### config.mk
export PLATFORM = sky130hd
export DESIGN_NAME = ram_sad_scheduler
export DESIGN_NICKNAME = d
export VERILOG_FILES = /design/src/rtl/ram_sad_scheduler.sv
export SDC_FILE = /design/constraint.sdc
export NUM_CORES = 1
export LEC_CHECK = 0
export BUFFER_PORTS_ARGS = -buffer_cell sky130_fd_sc_hd__buf_2
export CAP_MARGIN = 20
export CORE_ASPECT_RATIO = 2
export CORE_MARGIN = 4
export CORE_UTILIZATION = 50
export DETAILED_ROUTE_END_ITERATION = 8
export PLACE_DENSITY = 0.89
export SLEW_MARGIN = 20
export SYNTH_ARGS = -nofsm -noshare
export SYNTH_HDL_FRONTEND = slang
export SYNTH_SLANG_ARGS = --single-unit
### constraint.sdc
create_clock -name clk -period 2.8 [get_ports clk]
set_input_delay 0.28 -clock clk [delete_from_list [all_inputs] [get_ports clk]]
set_output_delay 0.28 -clock clk [all_outputs]
set_load 0.02 [all_outputs]
### src/rtl/ram_sad_scheduler.sv
// Write-port arbiter and lock-step SAD sequencer for the paired ref/act 16x25-bit RAMs.
// Optional early-exit threshold compare is enabled by defining SAD_EARLY_EXIT_EN.
module ram_sad_scheduler #(
    parameter int DW    = 25,
    parameter int AW    = 11,
    parameter int DEPTH = 16,
    parameter int SW    = 29
) (
    input  logic          clk,
    input  logic          rst,
    input  logic          ld_valid,
    input  logic          ld_sel,
    input  logic [AW-1:0] ld_addr,
    input  logic [DW-1:0] ld_data,
    output logic          ld_ready,
    input  logic          start,
    input  logic [4:0]    len,
    output logic          busy,
    output logic          done,
    output logic [SW-1:0] sad,
`ifdef SAD_EARLY_EXIT_EN
    input  logic [SW-1:0] thresh,
    output logic          early,
`endif
    output logic [AW-1:0] ref_addr_rd,
    output logic [AW-1:0] act_addr_rd,
    output logic [AW-1:0] ref_addr_wr,
    output logic [AW-1:0] act_addr_wr,
    output logic [DW-1:0] ref_in,
    output logic [DW-1:0] act_in,
    output logic          ref_wr_enm,
    output logic          act_wr_enm,
    input  logic [DW-1:0] ref_out,
    input  logic [DW-1:0] act_out
);

    localparam int         IW      = $clog2(DEPTH);
    localparam logic [4:0] LEN_MAX = 5'(DEPTH);

    typedef enum logic [1:0] {
        S_IDLE  = 2'd0,
        S_RUN   = 2'd1,
        S_FLUSH = 2'd2,
        S_DONE  = 2'd3
    } state_t;

    state_t          state_r;
    state_t          state_next_s;
    logic [4:0]      n_r;
    logic [4:0]      index_r;
    logic [DW-1:0]   pipe_d_r;
    logic            pipe_v_r;
    logic [SW-1:0]   acc_r;
    logic [SW-1:0]   sad_r;
    logic            busy_r;
    logic            done_r;
    logic            early_r;
    logic [SW-1:0]   acc_next_s;
    logic [DW-1:0]   diff_s;
    logic [4:0]      n_clamp_s;
    logic            start_accept_s;
    logic            ld_ready_s;
    logic            early_hit_s;
`ifdef SAD_EARLY_EXIT_EN
    logic [SW-1:0]   thresh_r;
`endif

    function automatic logic [DW-1:0] abs_diff(input logic [DW-1:0] a, input logic [DW-1:0] b);
        if (a >= b) begin
            return a - b;
        end else begin
            return b - a;
        end
    endfunction

    assign start_accept_s = (state_r == S_IDLE) && start && !rst;
    assign ld_ready_s     = (state_r == S_IDLE) && !start && !rst;
    assign n_clamp_s      = (len > LEN_MAX) ? LEN_MAX : len;
    assign diff_s         = abs_diff(ref_out, act_out);
    assign acc_next_s     = acc_r + (pipe_v_r ? {{(SW-DW){1'b0}}, pipe_d_r} : {SW{1'b0}});

    // Early-exit detection after an accumulate.
    always_comb begin
        early_hit_s = 1'b0;
`ifdef SAD_EARLY_EXIT_EN
        if (((state_r == S_RUN) || (state_r == S_FLUSH)) && pipe_v_r && (acc_next_s > thresh_r)) begin
            early_hit_s = 1'b1;
        end else begin
            early_hit_s = 1'b0;
        end
`endif
    end

    // Next-state logic.
    always_comb begin
        state_next_s = state_r;
        case (state_r)
            S_IDLE: begin
                if (start_accept_s) begin
                    state_next_s = (n_clamp_s == 5'd0) ? S_DONE : S_RUN;
                end else begin
                    state_next_s = S_IDLE;
                end
            end
            S_RUN: begin
                if (early_hit_s) begin
                    state_next_s = S_DONE;
                end else if (index_r == (n_r - 5'd1)) begin
                    state_next_s = S_FLUSH;
                end else begin
                    state_next_s = S_RUN;
                end
            end
            S_FLUSH: state_next_s = S_DONE;
            S_DONE:  state_next_s = S_IDLE;
            default: state_next_s = S_IDLE;
        endcase
    end

    // State, pipeline, accumulator and result registers.
    always_ff @(posedge clk) begin
        if (rst) begin
            state_r  <= S_IDLE;
            n_r      <= 5'd0;
            index_r  <= 5'd0;
            pipe_d_r <= {DW{1'b0}};
            pipe_v_r <= 1'b0;
            acc_r    <= {SW{1'b0}};
            sad_r    <= {SW{1'b0}};
            busy_r   <= 1'b0;
            done_r   <= 1'b0;
            early_r  <= 1'b0;
`ifdef SAD_EARLY_EXIT_EN
            thresh_r <= {SW{1'b0}};
`endif
        end else begin
            state_r <= state_next_s;
            busy_r  <= (state_next_s == S_RUN) || (state_next_s == S_FLUSH);
            done_r  <= (state_next_s == S_DONE);
            if (start_accept_s) begin
                n_r      <= n_clamp_s;
                index_r  <= 5'd0;
                acc_r    <= {SW{1'b0}};
                pipe_v_r <= 1'b0;
                early_r  <= 1'b0;
`ifdef SAD_EARLY_EXIT_EN
                thresh_r <= thresh;
`endif
            end else if (state_r == S_RUN) begin
                index_r  <= index_r + 5'd1;
                pipe_d_r <= diff_s;
                pipe_v_r <= 1'b1;
                acc_r    <= acc_next_s;
            end else if (state_r == S_FLUSH) begin
                pipe_v_r <= 1'b0;
                acc_r    <= acc_next_s;
            end else begin
                pipe_v_r <= 1'b0;
            end
            // The final pipe entry is folded in on the same edge that enters DONE.
            if (state_next_s == S_DONE && state_r != S_DONE) begin
                sad_r   <= (state_r == S_IDLE) ? {SW{1'b0}} : acc_next_s;
                early_r <= early_hit_s;
            end else begin
                sad_r   <= sad_r;
            end
        end
    end

    // Host write steering; only the selected RAM sees the address, data and enable.
    always_comb begin
        ref_addr_wr = {AW{1'b0}};
        act_addr_wr = {AW{1'b0}};
        ref_in      = {DW{1'b0}};
        act_in      = {DW{1'b0}};
        ref_wr_enm  = 1'b0;
        act_wr_enm  = 1'b0;
        if (ld_valid && ld_ready_s) begin
            if (ld_sel == 1'b0) begin
                ref_addr_wr = ld_addr;
                ref_in      = ld_data;
                ref_wr_enm  = 1'b1;
            end else begin
                act_addr_wr = ld_addr;
                act_in      = ld_data;
                act_wr_enm  = 1'b1;
            end
        end else begin
            ref_wr_enm  = 1'b0;
            act_wr_enm  = 1'b0;
        end
    end

    assign ref_addr_rd = (!rst && state_r == S_RUN) ? {{(AW-IW){1'b0}}, index_r[IW-1:0]} : {AW{1'b0}};
    assign act_addr_rd = ref_addr_rd;
    assign ld_ready    = ld_ready_s;
    assign busy        = busy_r;
    assign done        = done_r;
    assign sad         = sad_r;
`ifdef SAD_EARLY_EXIT_EN
    assign early       = early_r;
`endif

endmodule

==> results.cfg, run 1 <==
[routing]
first_iter_violations = 558
wl_mm = 31.0
viasPerCell = 5.77
drc_errors = 0
dr.pass1.iters = 5
wl_per_cell_microns = 18.5
ant_nets = 0
vias = 9668

[worst_setup_path]
cp-start-kind = flip-flop
rr_worst_depth = 11
cp_data_arrival_time_ns = 3.07
slowest_stage = or4b_1
crit_buf_inv = 1
worstPathCellList = buf_4 -> and2_1 -> ha_4 -> nand3_2 -> nor2_4 -> a41oi_2 -> o32ai_4 -> o2bb2ai_1 -> a21oi_1 -> or4b_1 -> nand3_1
crit_required_ns = 3.08
r2r_start = pipe_v_r
critPathMaxStageDelay_ns = 0.49
rr_endpoint = acc_r[21]
r2r_slack_ns = 0.02
cp_max_fo = 11
path_class = reg -> reg
endpoint_kind = flip-flop
path_delay_family = simple AND/OR/NAND/NOR gates

[logic_synthesis]
syn_inst = 1128
netlist.area_leader.share_pct = 22.4
ys_ff_latch = 98
yosysSeqAreaShare_pct = 22.4
synth_top_cells_by_count = and2_1, dfxtp_1, nor2_1
synth_area_leaders = dfxtp_1, ha_1, and2_1
ys_warn_count = 0
yosysTopAreaCell = dfxtp_1
ys.flop_type = dfxtp_1
synth.distinct_cells = 83
async_flop_share_pct = 0
synth_edf_count = 0
yosys.cell_count.top_type = and2_1
syn_avg_cell_area_sq_um = 7.75
syn-cell-area_sq_um = 8740

[flow_run]
maxCapViolations = 0

[timing]
rsz0062_at_grt = true
tightest_slew_ns = 0.586
drv_slew = 0
skew_ns = 0.00726
min_period_ns = 2.78
fmax_mhz = 359
setup_ws_ns = 0.0153
finalHoldViolCount = 0
slew_headroom_pct = 60.7
post-route-period-util_pct = 99.5
setup_viol = 0
hold_ws_ns = 0.254

[grt]
track_usage_pct = 29.3
grt_max_degree = 47
antenna_found_initial = 0
grt_pass1_vias = 9634
grt_overflow_total = 0
grt_pass1_wl_mm = 46.8

[placed_design]
pre_cts_ws_ns = -0.239
place_inst = 1657
post_dp_cell_area_sq_um = 11000
dpl.hpwl_mm = 24.7
place_congestion = 1.00
portBuffers = 209

[cells_and_area]
final_net_count = 1642
antenna_cells = 0
final_cells = 1677
final_area_sq_um = 11700
nFillCells = 1420
area_growth_pct = 33.4
drive_above_1_share_pct = 32.7

[power]
p_total_w = 0.00393
power.density_nw_per_um2 = 337
p_leak_nw = 5.74
vdd.ir_drop.worst_v = 0.000297

[worst_hold_path]
hp-class = in -> reg
hold_depth = 2
min-delay-start = start
hold_end = pipe_v_r

[cts]
root_buffer = clkbuf_16
clk_pin_slew_ns = 0.06
cts_sinks = 98
numCtsBuffers = 9
cts_tree = built
hold_buffers = 0
ctsHtreeMaxLevel = 3
clockBufferDepth = 2
insertion_delay_ns = 0.35

[floorplan]
ios = 224
die_h_microns = 195
rows = 68
start_util_pct = 50.9
placeableCoreArea_sq_um = 17200
fp.dieW_microns = 101
dieArea_sq_um = 19800

[outcome]
status = finished clean
==> worst max-delay path by stage <==
stage	startpoint	to	depth (start not counted)
floorplan	pipe_v_r	sad[15]	11
CTS	pipe_v_r	sad[19]	13
global route	pipe_v_r	acc_r[21]	11
finish	pipe_v_r	acc_r[21]	11
global placement	ref_out[21]	pipe_d_r[9]	12
detailed placement	pipe_v_r	sad[27]	11
==> cells in the final DEF (no fill, tap or decap), drive strengths merged, types with 7 or more instances in the layout <==
| cell | Yosys | final |
|---|---|---|
| nor3 | 18 | 18 |
| conb | 1 | 14 |
| dfxtp | 98 | 98 |
| a21o | 40 | 40 |
| ha | 81 | 81 |
| xnor2 | 32 | 32 |
| or3 | 9 | 9 |
| o21ai | 51 | 51 |
| a21oi | 83 | 83 |
| nand2b | 9 | 9 |
| nand3b | 11 | 11 |
| xor2 | 19 | 19 |
| and2 | 106 | 106 |
| buf | 44 | 390 |
| nand2 | 60 | 60 |
| nor2 | 99 | 99 |
| clkbuf | 36 | 12 |
| nand4 | 17 | 17 |
| nand3 | 28 | 28 |
| nor2b | 12 | 12 |
| a22oi | 10 | 10 |
| o21bai | 11 | 11 |
| o211ai | 11 | 11 |
| nor3b | 8 | 8 |
| a211oi | 31 | 31 |
| a31oi | 9 | 9 |
| o21a | 9 | 9 |
| inv | 71 | 71 |
| and3 | 7 | 7 |
| mux2i | 27 | 27 |
==> registers in the layout, summed over array words and instances, names as in the netlist <==
signal    count
index_r       5
sad          29
n_r           5
pipe_d_r     25
state_r       2
pipe_v_r      1
done          1
busy          1
acc_r        29
==> report_power, final <==
part           leakage [nW]  total (W)  internal [W]  switching, W
Clock                 0.143    0.00124      0.000718      0.000523
Combinational          4.80    0.00125      0.000562      0.000687
Sequential            0.794    0.00144       0.00142     0.0000179
==> metal layers <==
| metal | track usage [%] | routed length [microns] |
|---|---|---|
| met1 | 29.8 | 10800 |
| met2 | 53.2 | 16300 |
| met3 | 4.50 | 1730 |
| met4 | 19.4 | 2210 |
| met5 | 0 | 0 |
==> cells by family after synthesis <==
family                     Yosys count  synth area share (%)
AOI/OAI and AO/OA                  307                  23.8
xor gates and xnor gates            51                  5.11
adders and majority gates           84                  12.3
buffers and inverters              151                  7.99
DFF                                 98                  22.4
muxes                               32                  3.74
other                                1                0.0429
and+or+nand+nor                    404                  24.6
==> stage by stage <==
| step | TNS, ns | utilization (%) |
|---|---|---|
| 2_1_floorplan | 0 | - |
| 3_3_place_gp | -1.70 | 64.0 |
| 3_5_place_dp | -4.39 | 64.0 |
| 4_1_cts | -0.00958 | 66.4 |
| 5_1_grt | -0.369 | 67.9 |
| 6_report | 0 | 67.9 |
==> cell type report <==
type / count / area [sq um] / area share, %
clock buffer: 12 / 246 / 2.11
multi-input combinational: 892 / 6460 / 55.4
inverter: 71 / 267 / 2.29
sequential: 98 / 1970 / 16.9
clock inverter: 4 / 51.3 / 0.440
timing repair buffer: 390 / 2410 / 20.7
tap: 210 / 263 / 2.25
==> timing repair <==
action | in CTS | in global routing
pin swaps | 5 | 16
gates resized for setup | 24 | 46
setup buffers | 2 | 2
endpoints found under the setup margin | 39 | 46
No activity file was read; power rests on OpenSTA's default activity.
==> inputs of run 2 (changes only) <==
SETUP_SLACK_MARGIN = 0.15   (was default)
==> run 2 against run 1 <==
The run now ends with negative setup slack left. Non-clock buffer count is 13 higher. Final cell count up 0.89%. Critical path depth increased by 2. Largest power group unchanged. Total power up 4.0%. Register-to-register slack got worse by 0.02 ns. Routed wire length up 6.7%. Global-route usage increased by 2.0 points. Maximum frequency decreased by 0.81%. Highest routed layer is now met5. Worst setup slack worse by 0.023 ns. Sequential share of layout area fell by 0.63 points.
==> results.cfg, run 2 (synthesis gave the netlist of run 1 again) <==
[outcome]
status = finished, violations left
violations = negative setup slack

[grt]
antenna_found_initial = 3
grt_overflow_total = 0
track_usage_pct = 31.3
grt_pass1_vias = 9917
grt_pass1_wl_mm = 49.5
grt_max_degree = 45

[floorplan]
fp.dieW_microns = 101
die_h_microns = 195
ios = 224
dieArea_sq_um = 19800
start_util_pct = 50.9
rows = 68
placeableCoreArea_sq_um = 17200

[cts]
root_buffer = clkbuf_16
hold_buffers = 0
insertion_delay_ns = 0.36
numCtsBuffers = 9
cts_tree = built
clockBufferDepth = 2
cts_sinks = 98
clk_pin_slew_ns = 0.07
ctsHtreeMaxLevel = 3

[routing]
drc_errors = 0
vias = 9846
wl_mm = 33.0
first_iter_violations = 568
dr.pass1.iters = 5
wl_per_cell_microns = 19.5
viasPerCell = 5.82
ant_nets = 0

[timing]
setup_viol = 1
rsz0062_at_grt = true
tightest_slew_ns = 0.671
setup_ws_ns = -0.00763
fmax_mhz = 356
post-route-period-util_pct = 100
skew_ns = 0.00729
slew_headroom_pct = 55.3
setup-tns-final_ns = -0.00763
min_period_ns = 2.81
finalHoldViolCount = 0
drv_slew = 0

[placed_design]
place_congestion = 0.982
portBuffers = 209
dpl.hpwl_mm = 24.9
post_dp_cell_area_sq_um = 11000

[power]
p_leak_nw = 5.93
vdd.ir_drop.worst_v = 0.000318
power.density_nw_per_um2 = 338

[worst_setup_path]
crit_required_ns = 3.05
cp-start-kind = flip-flop
path_class = reg -> reg
cp_max_fo = 7
endpoint_kind = flip-flop
cp_data_arrival_time_ns = 3.06

[cells_and_area]
final_net_count = 1656
area_growth_pct = 38.5
final_common_cell = buf_2
drive_above_1_share_pct = 36.1
final_area_sq_um = 12100
mostFrequentLayoutCells = buf_2, buf_4, dfxtp_1

[worst_hold_path]
hp-class = in -> reg

[flow_run]
maxCapViolations = 0
==> run 2: cell types whose count changed in the layout (fill, tap and decap cells not counted), moves of 3 or more <==
cell	before	now
and2_1	105	95
xnor2_2	1	4
nor2_1	93	96
a21oi_2	7	12
and2_4	1	11
buf_6	1	10
o21ai_1	6	13
xnor2_1	31	28
o21ai_0	42	33
a21oi_1	76	70
ha_4	8	14
ha_1	71	64
==> run 2: area by class of cell <==
class | count | area [sq um]
Antenna cell | 1 | 2.50
Clock buffer | 10 | 239
Sequential cell | 98 | 1970
Timing Repair Buffer | 403 | 2540
Multi-Input combinational cell | 893 | 6740
Fill cell | 1378 | 5080
Clock inverter | 6 | 87.6
Tap cell | 210 | 263
Inverter | 71 | 267
==> run 2: metal layers <==
layer  part of all wire (%)  up-vias  routed length (microns)  track usage, %
met2                     51      459                    16900            55.2
met5                  0.039        -                       13               0
li1                       -     4639                        -               -
met3                    6.1      169                     2010            5.51
met4                    7.4        2                     2430            20.5
met1                     35     4577                    11700            33.0
==> run 2: repair_timing <==
action,CTS,global route
endpoints found under the setup margin,86,119
gates cloned,0,3
buffers inserted,5,14
resized for setup,59,76
pin swaps,23,44
==> run 2: where the power goes <==
| group | switching [W] | internal [W] | total, W |
|---|---|---|---|
| clock | 0.000553 | 0.000808 | 0.00136 |
| sequential | 0.0000198 | 0.00142 | 0.00144 |
| combinational | 0.000706 | 0.000578 | 0.00128 |
| total | 0.00128 | 0.00281 | 0.00409 |
==> run 2: path summary, 6_finish.rpt <==
check,cells after the start,end,from,slack (ns)
setup / recovery,13,sad[28],pipe_v_r,-0.008
hold / removal,2,pipe_v_r,start,0.25
hold reg to reg,2,sad[21],sad[21],0.44
setup reg to reg,13,sad[28],pipe_v_r,-0.008
==> run 2: critical path: stages, from the launching register on <==
cell	delay, ns
dfxtp_4	0.42
buf_2	0.18
and2_4	0.19
ha_4	0.21
a21oi_1	0.24
nor2_1	0.09
a211oi_2	0.34
a31oi_1	0.14
buf_4	0.18
a211oi_2	0.20
buf_4	0.20
nor4_2	0.07
xnor2_1	0.18
o21ai_1	0.07
==> run 2: stage by stage <==
| stage | setup slack, ns | utilization (%) | hold slack, ns | total power, W | std cells |
|---|---|---|---|---|---|
| floorplan | 0.152 | - | 0.376 | 0.00219 | 1141 |
| global placement | -0.315 | 64.0 | 0.429 | 0.00266 | 1653 |
| detailed placement | -0.385 | 64.0 | 0.437 | 0.00268 | 1653 |
| CTS | 0.146 | 67.8 | 0.215 | 0.00402 | 1674 |
| global route | -0.0851 | 70.4 | 0.249 | 0.00426 | 1691 |
| finish | -0.00763 | 70.4 | 0.247 | 0.00409 | 1692 |
==> inputs of run 3 (changes only) <==
ABC_AREA = 1   (was default)
CORE_UTILIZATION = 52   (was 50)
CTS_BUF_LIST = sky130_fd_sc_hd__clkbuf_4 sky130_fd_sc_hd__clkbuf_8   (was default)
PLACE_DENSITY = 0.9   (was 0.89)
==> run 3 against run 2 <==
The run now ends clean. Largest cell class unchanged. Sequential power about the same. Combinational power down 4%. Cell area down 4.6%. Highest routed layer is now met4. Routed wire length down 3.4%. Critical path depth up 1. Core utilization down 9.1 points. Sequential cell count unchanged. Register-to-register slack better by 0.24 ns. Hold slack worse by 0.13 ns. Maximum frequency up 9.4%. Clock skew up 0.0052 ns.
==> results.cfg, run 3 <==
[worst_setup_path]
slowest_stage = dfxtp_2
path_delay_family = simple AND/OR/NAND/NOR gates
cp-start-kind = flip-flop
path_class = reg -> reg
endpoint_kind = flip-flop
worstPathCellList = inv_2 -> ha_4 -> xor2_1 -> o211ai_1 -> nor2_2 -> nand4_1 -> nand2_1 -> ha_1 -> inv_1 -> or2_4 -> nor2_4 -> buf_6 -> nand3_1 -> a21oi_1
cp_data_arrival_time_ns = 2.89
crit_required_ns = 3.12
r2r_start = n_r[0]
critPathMaxStageDelay_ns = 0.36
cp_max_fo = 14
rr_endpoint = sad[19]
r2r_slack_ns = 0.23
rr_worst_depth = 14
crit_buf_inv = 3

[cells_and_area]
seqCellArea_sq_um = 1970
final_net_count = 2135
antenna_cells = 0
drive_above_1_share_pct = 15.7
mostFrequentLayoutCells = nand2_1, inv_1, buf_2
area_growth_pct = 16.3
nFillCells = 1952
multi_input_area_sq_um = 6460
final_common_cell = nand2_1

[cts]
ctsHtreeMaxLevel = 3
cts_tree = built
cts_sinks = 98
clockBufferDepth = 2
clk_pin_slew_ns = 0.10
root_buffer = clkbuf_8
insertion_delay_ns = 0.39
numCtsBuffers = 9

[floorplan]
placeableCoreArea_sq_um = 18800
fp.dieW_microns = 106
rows = 71
die_h_microns = 203
dieArea_sq_um = 21500
ios = 224
start_util_pct = 52.7

[timing]
fmax_mhz = 390
setup_viol = 0
post-route-period-util_pct = 91.7
drv_slew = 0
slew_headroom_pct = 45.6
tightest_slew_ns = 0.815
setup-tns-final_ns = 0
min_period_ns = 2.57
skew_ns = 0.0125
finalHoldViolCount = 0
rsz0062_at_grt = false

[routing]
drc_errors = 0
wl_mm = 31.9
dr.pass1.iters = 5
ant_nets = 0
vias = 11200
viasPerCell = 5.07
wl_per_cell_microns = 14.4
first_iter_violations = 534

[logic_synthesis]
syn-cell-area_sq_um = 9920
yosysTopAreaCell = nand2_1
ys_warn_count = 0
ys.flop_type = dfxtp_1
synth_edf_count = 0
ys_ff_latch = 98
syn_avg_cell_area_sq_um = 5.64
netlist.area_leader.share_pct = 21.6
syn_inst = 1761
yosys.cell_count.top_type = nand2_1
synth.distinct_cells = 38
synth_area_leaders = nand2_1, dfxtp_1, inv_1
async_flop_share_pct = 0
synth_top_cells_by_count = nand2_1, inv_1, nor2_1
yosysSeqAreaShare_pct = 19.8

[grt]
track_usage_pct = 28.3
grt_pass1_vias = 10700
antenna_found_initial = 0
grt_overflow_total = 0
grt_max_degree = 38
grt_pass1_wl_mm = 49.2

[outcome]
status = finished clean

[worst_hold_path]
min-delay-start = len[1]
hp-class = in -> reg
hold_depth = 3
hold_end = n_r[1]

[placed_design]
portBuffers = 209
place_congestion = 1.01
dpl.hpwl_mm = 26.6

[flow_run]
maxCapViolations = 0

[power]
vdd.ir_drop.worst_v = 0.000192
p_total_w = 0.00364
power.density_nw_per_um2 = 315
p_leak_nw = 7.06
run 3: how the worst max path moves through the flow:
stage,end,slack [ns],startpoint,depth (start not counted)
after global routing,sad[21],0.12,n_r[0],14
after global placement,acc_r[27],0.14,pipe_v_r,15
after floorplan,ref_addr_wr[0],0.28,state_r[0],9
after CTS,sad[14],0.19,n_r[0],15
after detailed placement,acc_r[27],0.12,pipe_v_r,15
final,sad[19],0.23,n_r[0],14
run 3: cell type report:
type                    instances  share of cell area (%)
well taps                     255                    2.76
clock inverters                 6                   0.564
multi-input cells            1266                    55.9
repair buffers                236                    11.3
flip-flops and latches         98                    17.0
clock buffers                  10                    1.19
inverters                     344                    11.2
run 3: per-layer routing:
layer | routed length [microns] | track usage, %
met4 | 2320 | 19.1
met1 | 10900 | 27.3
met5 | 0 | 0
met2 | 17200 | 54.7
met3 | 1490 | 3.14
run 3: timing repair:
item                                   in CTS  in global routing
endpoints found under the hold margin       0                  0
pin swaps                                   0                  8
cloned                                      0                  2
hold buffers                                0                  0
setup endpoints to repair                   2                 60
setup buffers                               0                  2
gates resized for setup                     2                 29
run 3: logic make-up (layout without fill, tap and decap cells):
logic type,after synthesis,in the layout,synth area share (%)
AND/OR/NAND/NOR,940,940,39.1
buffers and inverters,410,596,16.6
AO/OA/AOI/OAI,177,177,9.18
flip-flops,98,98,19.8
adder cells (fa/ha/maj),84,84,10.8
XOR/XNOR,51,51,4.50
other,1,14,0.0378
run 3: report_power, final:
group	internal, W	total [W]	switching, W
Combinational	0.000426	0.00123	0.000802
Sequential	0.00143	0.00146	0.0000261
Clock	0.000440	0.000949	0.000509
Total	0.00230	0.00364	0.00134
run 3: metrics by stage:
| step | setup slack, ns | utilization, % | std cells | hold WS, ns | instance area, sq um |
|---|---|---|---|---|---|
| 2_1_floorplan | 0.283 | - | 1774 | 0.383 | 9980 |
| 3_3_place_gp | 0.144 | 59.5 | 2195 | 0.450 | 11200 |
| 3_5_place_dp | 0.117 | 59.5 | 2195 | 0.452 | 11200 |
| 4_1_cts | 0.192 | 60.6 | 2211 | 0.104 | 11400 |
| 5_1_grt | 0.122 | 61.3 | 2215 | 0.122 | 11500 |
| 6_report | 0.233 | 61.3 | 2215 | 0.115 | 11500 |
run 3: worst min-delay path, stage by stage:
cell,delay (ns)
buf_2,0.09
nand2_1,0.04
o21ai_0,0.06
